**config.mk**
```make
export PLATFORM = sky130hd
export DESIGN_NAME = radix_4_ntt_pe_pipe_flat
export DESIGN_NICKNAME = d
export VERILOG_FILES = /design/src/rtl/radix_4_ntt_pe_pipe_if.sv /design/src/rtl/radix_4_ntt_pe_pipe.sv /design/src/flat_wrapper.sv
export SDC_FILE = /design/constraint.sdc
export NUM_CORES = 1
export LEC_CHECK = 0
export BUFFER_PORTS_ARGS = -buffer_cell sky130_fd_sc_hd__buf_2
export CAP_MARGIN = 10
export CORE_UTILIZATION = 35
export DETAILED_ROUTE_END_ITERATION = 12
export MAX_ROUTING_LAYER = met4
export SYNTH_ARGS = -nofsm -noshare
export SYNTH_HDL_FRONTEND = slang
export SYNTH_SLANG_ARGS = --single-unit
```
**constraint.sdc**
```tcl
create_clock -name clk -period 10.8 [get_ports clk]
set_clock_uncertainty 0.15 [all_clocks]
set_input_delay 0.54 -clock clk [delete_from_list [all_inputs] [get_ports clk]]
set_output_delay 0.54 -clock clk [all_outputs]
set_load 0.1 [all_outputs]
```
**src/rtl/radix_4_ntt_pe_pipe_if.sv**
```systemverilog
// Beat-level handshake bundle for the radix-4 NTT butterfly PE.
// Input beat (x, tf, inv) and output beat (y, out_inv), each with valid/ready.
interface radix_4_ntt_pe_pipe_if #(
  parameter int unsigned N = 5
) ();
  logic         in_valid;
  logic         in_ready;
  logic         inv;
  logic [N-1:0] x0, x1, x2, x3;
  logic [N-1:0] tf1, tf2, tf3;
  logic         out_valid;
  logic         out_ready;
  logic         out_inv;
  logic [N-1:0] y0, y1, y2, y3;

  modport master (
    output in_valid, inv, x0, x1, x2, x3, tf1, tf2, tf3, out_ready,
    input  in_ready, out_valid, out_inv, y0, y1, y2, y3
  );

  modport slave (
    input  in_valid, inv, x0, x1, x2, x3, tf1, tf2, tf3, out_ready,
    output in_ready, out_valid, out_inv, y0, y1, y2, y3
  );
endinterface

```
**src/rtl/radix_4_ntt_pe_pipe.sv**
```systemverilog
// Elastic radix-4 NTT/INTT butterfly PE: operand capture, products, sums, outputs.
// RADIX4_NTT_PE_SCALE_EN adds a stage scaling inverse beats by 4^-1 mod Q.
module radix_4_ntt_pe_pipe #(
  parameter int unsigned N  = 5,
  parameter int unsigned Q  = 17,
  parameter int unsigned W4 = 4
) (
  input logic                  clk,
  input logic                  rst_n,
  radix_4_ntt_pe_pipe_if.slave bus
);
  localparam int unsigned   PW = 2 * N;
  localparam logic [N:0]    QE = (N + 1)'(Q);
  localparam logic [PW-1:0] QW = PW'(Q);
  localparam logic [N-1:0]  RF = N'(W4);
  localparam logic [N-1:0]  RI = N'(Q - W4);

  function automatic logic [N-1:0] mod_red(input logic [PW-1:0] v);
    return N'(v % QW);
  endfunction

  function automatic logic [PW-1:0] mul_full(input logic [N-1:0] a, input logic [N-1:0] b);
    return PW'(a) * PW'(b);
  endfunction

  function automatic logic [N-1:0] add_mod(input logic [N-1:0] a, input logic [N-1:0] b);
    logic [N:0] s;
    s = {1'b0, a} + {1'b0, b};
    if (s >= QE) s = s - QE;
    return N'(s);
  endfunction

  function automatic logic [N-1:0] sub_mod(input logic [N-1:0] a, input logic [N-1:0] b);
    logic [N:0] s;
    s = (a >= b) ? ({1'b0, a} - {1'b0, b}) : ({1'b0, a} + QE - {1'b0, b});
    return N'(s);
  endfunction

  // Capture stage: raw operands.
  logic                  c_valid_q, c_inv_q;
  logic [3:0][N-1:0]     c_x_q;
  logic [2:0][N-1:0]     c_tf_q;
  // S1: full-width products.
  logic                  s1_valid_q, s1_inv_q;
  logic [N-1:0]          s1_x0_q;
  logic [2:0][PW-1:0]    s1_p_q, s1_p_d;
  // S2: reduced sums and the pre-rotation difference.
  logic                  s2_valid_q, s2_inv_q;
  logic [N-1:0]          s2_t0_q, s2_t1_q, s2_t2_q, s2_d_q;
  logic [N-1:0]          s2_t0_d, s2_t1_d, s2_t2_d, s2_d_d;
  // S3: butterfly outputs.
  logic                  s3_valid_q, s3_inv_q;
  logic [3:0][N-1:0]     s3_y_q, s3_y_d;
  logic [N-1:0]          r1, r2, r3, t3;
  logic                  c_rdy, s1_rdy, s2_rdy, s3_rdy;

`ifdef RADIX4_NTT_PE_SCALE_EN
  logic                  s4_valid_q, s4_inv_q, s4_rdy;
  logic [3:0][N-1:0]     s4_y_q, s4_y_d;

  function automatic logic [N-1:0] half_mod(input logic [N-1:0] a);
    logic [N:0] s;
    s = a[0] ? ({1'b0, a} + QE) : {1'b0, a};
    return N'(s >> 1);
  endfunction

  assign s4_rdy = !s4_valid_q || bus.out_ready;
  assign s3_rdy = !s3_valid_q || s4_rdy;

  always_comb begin
    for (int i = 0; i < 4; i++) begin
      s4_y_d[i] = s3_inv_q ? half_mod(half_mod(s3_y_q[i])) : s3_y_q[i];
    end
  end

  always_ff @(posedge clk or negedge rst_n) begin
    if (!rst_n) begin
      s4_valid_q <= 1'b0;
      s4_inv_q   <= 1'b0;
      s4_y_q     <= '0;
    end else if (s4_rdy) begin
      s4_valid_q <= s3_valid_q;
      if (s3_valid_q) begin
        s4_inv_q <= s3_inv_q;
        s4_y_q   <= s4_y_d;
      end
    end
  end

  assign bus.out_valid = s4_valid_q;
  assign bus.out_inv   = s4_inv_q;
  assign {bus.y3, bus.y2, bus.y1, bus.y0} = s4_y_q;
`else
  assign s3_rdy = !s3_valid_q || bus.out_ready;

  assign bus.out_valid = s3_valid_q;
  assign bus.out_inv   = s3_inv_q;
  assign {bus.y3, bus.y2, bus.y1, bus.y0} = s3_y_q;
`endif

  // Ready ripples back combinationally so a full pipe keeps streaming.
  assign s2_rdy       = !s2_valid_q || s3_rdy;
  assign s1_rdy       = !s1_valid_q || s2_rdy;
  assign c_rdy        = !c_valid_q || s1_rdy;
  assign bus.in_ready = c_rdy;

  always_comb begin
    for (int i = 0; i < 3; i++) begin
      s1_p_d[i] = mul_full(c_x_q[i+1], c_tf_q[i]);
    end
    r1      = mod_red(s1_p_q[0]);
    r2      = mod_red(s1_p_q[1]);
    r3      = mod_red(s1_p_q[2]);
    s2_t0_d = add_mod(s1_x0_q, r2);
    s2_t1_d = sub_mod(s1_x0_q, r2);
    s2_t2_d = add_mod(r1, r3);
    s2_d_d  = sub_mod(r1, r3);
    t3        = mod_red(mul_full(s2_d_q, s2_inv_q ? RI : RF));
    s3_y_d[0] = add_mod(s2_t0_q, s2_t2_q);
    s3_y_d[1] = add_mod(s2_t1_q, t3);
    s3_y_d[2] = sub_mod(s2_t0_q, s2_t2_q);
    s3_y_d[3] = sub_mod(s2_t1_q, t3);
  end

  always_ff @(posedge clk or negedge rst_n) begin
    if (!rst_n) begin
      c_valid_q  <= 1'b0;
      c_inv_q    <= 1'b0;
      c_x_q      <= '0;
      c_tf_q     <= '0;
      s1_valid_q <= 1'b0;
      s1_inv_q   <= 1'b0;
      s1_x0_q    <= '0;
      s1_p_q     <= '0;
      s2_valid_q <= 1'b0;
      s2_inv_q   <= 1'b0;
      s2_t0_q    <= '0;
      s2_t1_q    <= '0;
      s2_t2_q    <= '0;
      s2_d_q     <= '0;
      s3_valid_q <= 1'b0;
      s3_inv_q   <= 1'b0;
      s3_y_q     <= '0;
    end else begin
      if (c_rdy) begin
        c_valid_q <= bus.in_valid;
        if (bus.in_valid) begin
          c_inv_q <= bus.inv;
          c_x_q   <= {bus.x3, bus.x2, bus.x1, bus.x0};
          c_tf_q  <= {bus.tf3, bus.tf2, bus.tf1};
        end
      end
      if (s1_rdy) begin
        s1_valid_q <= c_valid_q;
        if (c_valid_q) begin
          s1_inv_q <= c_inv_q;
          s1_x0_q  <= c_x_q[0];
          s1_p_q   <= s1_p_d;
        end
      end
      if (s2_rdy) begin
        s2_valid_q <= s1_valid_q;
        if (s1_valid_q) begin
          s2_inv_q <= s1_inv_q;
          s2_t0_q  <= s2_t0_d;
          s2_t1_q  <= s2_t1_d;
          s2_t2_q  <= s2_t2_d;
          s2_d_q   <= s2_d_d;
        end
      end
      if (s3_rdy) begin
        s3_valid_q <= s2_valid_q;
        if (s2_valid_q) begin
          s3_inv_q <= s2_inv_q;
          s3_y_q   <= s3_y_d;
        end
      end
    end
  end
endmodule

```
**src/flat_wrapper.sv**
```systemverilog
// flat-port wrapper written by rule: the top's interface ports become plain ports
module radix_4_ntt_pe_pipe_flat 
#(
  parameter int unsigned N  = 5,
  parameter int unsigned Q  = 17,
  parameter int unsigned W4 = 4
)
  (clk, rst_n, bus_in_valid, bus_inv, bus_x0, bus_x1, bus_x2, bus_x3, bus_tf1, bus_tf2, bus_tf3, bus_out_ready, bus_in_ready, bus_out_valid, bus_out_inv, bus_y0, bus_y1, bus_y2, bus_y3);
  radix_4_ntt_pe_pipe_if #(.N(N)) bus_i ();
  input logic clk;
  input logic rst_n;
  input wire logic [$bits(bus_i.in_valid)-1:0] bus_in_valid;
  input wire logic [$bits(bus_i.inv)-1:0] bus_inv;
  input wire logic [$bits(bus_i.x0)-1:0] bus_x0;
  input wire logic [$bits(bus_i.x1)-1:0] bus_x1;
  input wire logic [$bits(bus_i.x2)-1:0] bus_x2;
  input wire logic [$bits(bus_i.x3)-1:0] bus_x3;
  input wire logic [$bits(bus_i.tf1)-1:0] bus_tf1;
  input wire logic [$bits(bus_i.tf2)-1:0] bus_tf2;
  input wire logic [$bits(bus_i.tf3)-1:0] bus_tf3;
  input wire logic [$bits(bus_i.out_ready)-1:0] bus_out_ready;
  output wire logic [$bits(bus_i.in_ready)-1:0] bus_in_ready;
  output wire logic [$bits(bus_i.out_valid)-1:0] bus_out_valid;
  output wire logic [$bits(bus_i.out_inv)-1:0] bus_out_inv;
  output wire logic [$bits(bus_i.y0)-1:0] bus_y0;
  output wire logic [$bits(bus_i.y1)-1:0] bus_y1;
  output wire logic [$bits(bus_i.y2)-1:0] bus_y2;
  output wire logic [$bits(bus_i.y3)-1:0] bus_y3;
  assign bus_i.in_valid = bus_in_valid;
  assign bus_i.inv = bus_inv;
  assign bus_i.x0 = bus_x0;
  assign bus_i.x1 = bus_x1;
  assign bus_i.x2 = bus_x2;
  assign bus_i.x3 = bus_x3;
  assign bus_i.tf1 = bus_tf1;
  assign bus_i.tf2 = bus_tf2;
  assign bus_i.tf3 = bus_tf3;
  assign bus_i.out_ready = bus_out_ready;
  assign bus_in_ready = bus_i.in_ready;
  assign bus_out_valid = bus_i.out_valid;
  assign bus_out_inv = bus_i.out_inv;
  assign bus_y0 = bus_i.y0;
  assign bus_y1 = bus_i.y1;
  assign bus_y2 = bus_i.y2;
  assign bus_y3 = bus_i.y3;
  radix_4_ntt_pe_pipe #(.N(N), .Q(Q), .W4(W4)) u_core (.clk(clk), .rst_n(rst_n), .bus(bus_i));
endmodule
```
; Yosys cells after proc, flatten, opt, wreduce, memory -nomap -nowiden
; Cells that the tools add are included.
[op_classes]
n_lt_le_gt_ge = 8
div_mod_pow = 4
mul = 4
mux = 9
n_addsub = 20
n_reduce_logical = 12
[op_table]
columns = op, n
row1 = "10-bit by 5-bit modulo with 10-bit output, second input constant", 4
row2 = 5-bit by 5-bit multiplier with 10-bit output, 4
row3 = 5-bit two-way mux, 8
row4 = 5-bit subtractor, 8
row5 = 5-bit by 5-bit adder with 6-bit output, 4
row6 = "6-bit by 5-bit greater-or-equal comparator with 1-bit output, second input constant", 4
row7 = "5-bit adder, second input constant", 4
row8 = 5-bit greater-or-equal comparator, 4
row9 = "5-bit subtractor, second input constant", 4
row10 = 2-bit AND reduction, 4
row11 = 1-bit logical NOT, 4
row12 = 1-bit logical OR, 4
row13 = 4-bit two-way mux, 1
[word_totals]
in_bits = 40
word_cells = 84
output_inout_bits = 23
regBits = 118

; Depth between registers and ports, before layout
[logic_depth]
ltp_word = 6
depth_mapped = 41
depth_no_buf = 40

; Least setup slack after synthesis
; Ideal clock, no wire load.
[synth_path]
kind = register to register
start = register u_core.s2_inv_q
end = register u_core.s3_y_q (netlist bit u_core.bus.y1[3])
t_required_ns = 10.567
n_path_buf = 1
setup_ns = 0.083
setup_slack_ns = 2.212
t_arrival_ns = 8.355
synth_period_minus_slack_ns = 8.588
path_stages_with_launch = 40
path_cell_list = dfrtp_1 > nand2_1 > inv_1 > ha_1 > fa_1 > inv_1 > fa_1 > nand2b_4 > a211o_1 > and3_1 > buf_6 > or2_1 > a211o_1 > o211a_1 > or3_1 > o21ai_0 > a21oi_1 > a31oi_1 > [... 4 more ...] > xnor2_1 > inv_1 > ha_1 > nand2_1 > a211oi_2 > o211ai_1 > nand2_2 > xnor2_1 > ha_1 > inv_1 > fa_1 > ha_1 > nand2_1 > nor3_1 > o21ai_0 > nand4_1 > xor2_1 > o21ai_0
[synth_between]
elab_chain_len = 6
word_cells_on_any_way = 7
classes_between = 2 x add/sub / 1 x mul / 1 x div / 1 x order compare / 2 x mux
[synth_lines]
columns = element, line
row1 = "start, declared", radix_4_ntt_pe_pipe.sv:48  ; logic s2_valid_q, s2_inv_q;
row2 = "start signal, assigned", radix_4_ntt_pe_pipe.sv:164  ; s2_inv_q <= s1_inv_q;
row3 = 4-bit two-way mux *, radix_4_ntt_pe_pipe.sv:118  ; t3 = mod_red(mul_full(s2_d_q, s2_inv_q ? RI : RF));
row4 = 5-bit by 5-bit multiplier with 10-bit output *, radix_4_ntt_pe_pipe.sv:23  ; return PW'(a) * PW'(b);
row5 = 10-bit by 5-bit modulo with 10-bit output *, radix_4_ntt_pe_pipe.sv:19  ; return N'(v % QW);
row6 = 5-bit by 5-bit adder with 6-bit output *, radix_4_ntt_pe_pipe.sv:28  ; s = {1'b0, a} + {1'b0, b};
row7 = 5-bit subtractor / 6-bit by 5-bit greater-or-equal comparator with 1-bit output (equally long branches), radix_4_ntt_pe_pipe.sv:29  ; if (s >= QE) s = s - QE;
row8 = 5-bit two-way mux *, radix_4_ntt_pe_pipe.sv:29
row9 = "end signal, assigned", radix_4_ntt_pe_pipe.sv:175  ; s3_y_q <= s3_y_d;
row10 = "end, declared", radix_4_ntt_pe_pipe.sv:53  ; logic [3:0][N-1:0] s3_y_q, s3_y_d;
; Mark *: on every way between the ends. The rest lies on a longest branch, timed or not.
; A chain may end at the register's enable or synchronous reset.

; Worst setup path in the final report
; Same ends and word-level chain as after synthesis.

==> impl_metrics.tcl <==
set metrics [dict create \
    hp-start "bus_in_valid" \
    setup_viol 0 \
    numPortBuffers 62 \
    cp_slowest_stage_delay_ps 640 \
    die_w_um 203 \
    num_io_pins 63 \
    ys.flop_type "dfrtp_1" \
    final_util_pct 38.9 \
    wl_per_cell_um 13.6 \
    dpl.hpwl_um 23900 \
    drive_gt1_share_pct 12.9 \
    via_per_inst 5.17 \
    cts_tree "yes" \
    cp-end-kind "flop" \
    slowest_stage "xor2_1" \
    path_max_fanout 7 \
    crit_path_start "u_core.s2_inv_q" \
    clock-root-buffer "clkbuf_16" \
    drt-total-wl_um 30500 \
    worstSetupPathType "reg -> reg" \
    status "finished, final reports clean" \
    fin_setup_tns_ps 0 \
    post-cts-setup-buffer-count 0 \
    r2r_end "u_core.bus.y1[3]" \
    cts_buffers 17 \
    vias 11600 \
    clk_pin_slew_worst_paths_ps 50 \
    first_global_vias 11300 \
    hold_buffers 1 \
    grt_overflow 0 \
    ant_nets 0 \
    first_iter_violations 663 \
    cp-start-kind "flop" \
    clk_latency_ps 430 \
    area_growth_pct 9.59 \
    drc 0 \
    antenna_found_initial 1 \
    rr_worst_depth 38 \
    r2r_slack_ps 1090 \
    yosys_warnings 0 \
    maxCapViolCount 0 \
    critPathMostFrequentCell "ha_1" \
    ys_types 109 \
    timing.fmax_ghz 0.103 \
    synthCells 1670 \
    avgSynthCellArea_sq_um 8.46 \
    synth-async-reset-ratio_pct 100 \
    gp_congestion 0.902 \
    drv_slew 0 \
    fp-row-count 73 \
    core_area_sq_um 39800 \
    cts.sinks 118 \
    min_period_ps 9710 \
    grt_max_degree 68 \
    synth_seq_cells 118 \
    synthesis.area_sq_um 14100 \
    worst_slew_pin_slew_ps 952 \
    cts_max_path_buffers 2 \
    fill_cells 4060 \
    die_y_um 203 \
    crit_family "adder cells" \
    r2r_start "u_core.s2_inv_q" \
    synth_nets 1915 \
    critPathRequiredTime_ps 11000 \
    nets 1948 \
    hold_depth 2 \
    synth_edf_count 0 \
    hold_end "u_core.c_valid_q" \
    seq_area_frac_synth_pct 20.9 \
    hold_class "in -> reg" \
    critical_path_arrival_ps 9910 \
    htree_levels 4 \
    rsz0062_at_grt "false" \
    postCtsResizedCells 0 \
    track_usage_pct 15.8 \
    die_area_sq_um 41200 \
    dr.pass1.iters 5 \
    slew-limit-headroom_pct 36.3 \
    grt_first_pass_wirelength_um 53000 \
    hold_violations 0 \
    start_util_pct 35.5 \
    crit_buf_inv 4 \
    timing.final.crit_share_pct 89.9 \
]
==> stage by stage <==
stage / instances / instance area [sq um] / setup WS [ps] / hold WS (ps)
final: 2241 / 15500 / 1090 / 178
after global routing: 2241 / 15500 / 131 / 149
after CTS: 2240 / 15500 / 1090 / 146
after detailed placement: 2208 / 14900 / 1080 / 316
after global placement: 2208 / 14900 / 1370 / 311
after floorplan: 1670 / 14100 / 2210 / 94.4
==> synth_stat cells, types with 11 or more instances <==
cell type | count | area share [%]
nand2_1 | 185 | 4.9
ha_1 | 156 | 14
inv_1 | 141 | 3.7
dfrtp_1 | 118 | 21
o21ai_0 | 107 | 3.8
nor2_1 | 100 | 2.7
a21oi_1 | 98 | 3.5
xnor2_1 | 69 | 4.3
mux2_2 | 60 | 4.8
fa_1 | 49 | 6.9
and2_1 | 48 | 2.1
a21o_1 | 46 | 2.4
xor2_1 | 45 | 2.8
clkbuf_1 | 39 | 1.0
nor3_1 | 30 | 1.1
nand3_1 | 26 | 0.92
a31oi_1 | 23 | 1.0
mux2i_1 | 17 | 1.2
nor2b_1 | 16 | 0.71
o211ai_1 | 16 | 0.85
nand2b_1 | 15 | 0.66
nand4_1 | 15 | 0.66
o31ai_1 | 11 | 0.58
==> logic make-up after synthesis <==
logic type | after synthesis | share of synthesized area [%]
compound gates | 427 | 20.3
flops | 118 | 20.9
mux | 78 | 6.08
fa+ha+maj | 206 | 20.8
simple gates | 532 | 19.4
xor+xnor | 114 | 7.06
buf+inv | 195 | 5.51
==> cell usage in the layout, fill, tap and decap left out, drive strengths merged, types with 16 or more instances in the layout <==
cell type	instances
nor3	32
xnor2	69
a21o	47
nor2	101
nand3	26
nor2b	16
ha	156
mux2	60
inv	143
fa	49
a21oi	102
nand2	187
clkbuf	22
o211ai	16
o21ai	115
buf	66
xor2	45
and2	52
nand2b	16
a31oi	23
dfrtp	118
mux2i	18
==> worst register-to-register path: cells and delay by family (launching register included) <==
kind                     cells  cell delay, ps
XOR/XNOR                     4            1300
flip-flops                   1             450
buffers and inverters        4             340
adder cells (fa/ha/maj)      8            2890
AND/OR/NAND/NOR             10            1820
AO/OA/AOI/OAI               12            2670
==> cell type report <==
class                   instances  area, sq um  share of cell area [%]
multi-input cells            1357        10400                    67.2
flip-flops and latches        118         2950                    19.1
well taps                     525          657                    4.24
inverters                     142          533                    3.44
clock buffers                  22          484                    3.13
repair buffers                 67          353                    2.28
clock inverters                 9         98.8                   0.638
diodes                          1         2.50                  0.0162
==> flip-flops by register name (all words and copies together), names as in the netlist, 5 cells and up <==
signal          cells
u_core.s2_t0_q      5
u_core.s2_t1_q      5
u_core.s1_p_q      30
u_core.bus.y3       5
u_core.c_tf_q      15
u_core.bus.y1       5
u_core.bus.y0       5
u_core.s1_x0_q      5
u_core.s2_t2_q      5
u_core.bus.y2       5
u_core.s2_d_q       5
u_core.c_x_q       20
==> worst max path at each step <==
stage	slack, ps	cells after the start	to
6_report	1090	38	u_core.bus.y1[3]
5_1_grt	130	38	u_core.bus.y1[3]
4_1_cts	1090	38	u_core.bus.y1[3]
3_5_place_dp	1080	38	u_core.bus.y1[3]
3_3_place_gp	1370	38	u_core.bus.y1[3]
2_1_floorplan	2210	39	u_core.bus.y1[3]
==> per-layer routing <==
layer  wire length (um)  global-route usage (%)  vias up
met5                  0                       -        -
met4                252                    3.09        0
met3               1010                    2.81       21
met2              13800                    25.5      204
met1              15300                    20.6     5395
li1                   -                       -     5958
Power is not shown: default switching activity piles up to over one toggle a cycle in this logic, so the estimate is an artifact.
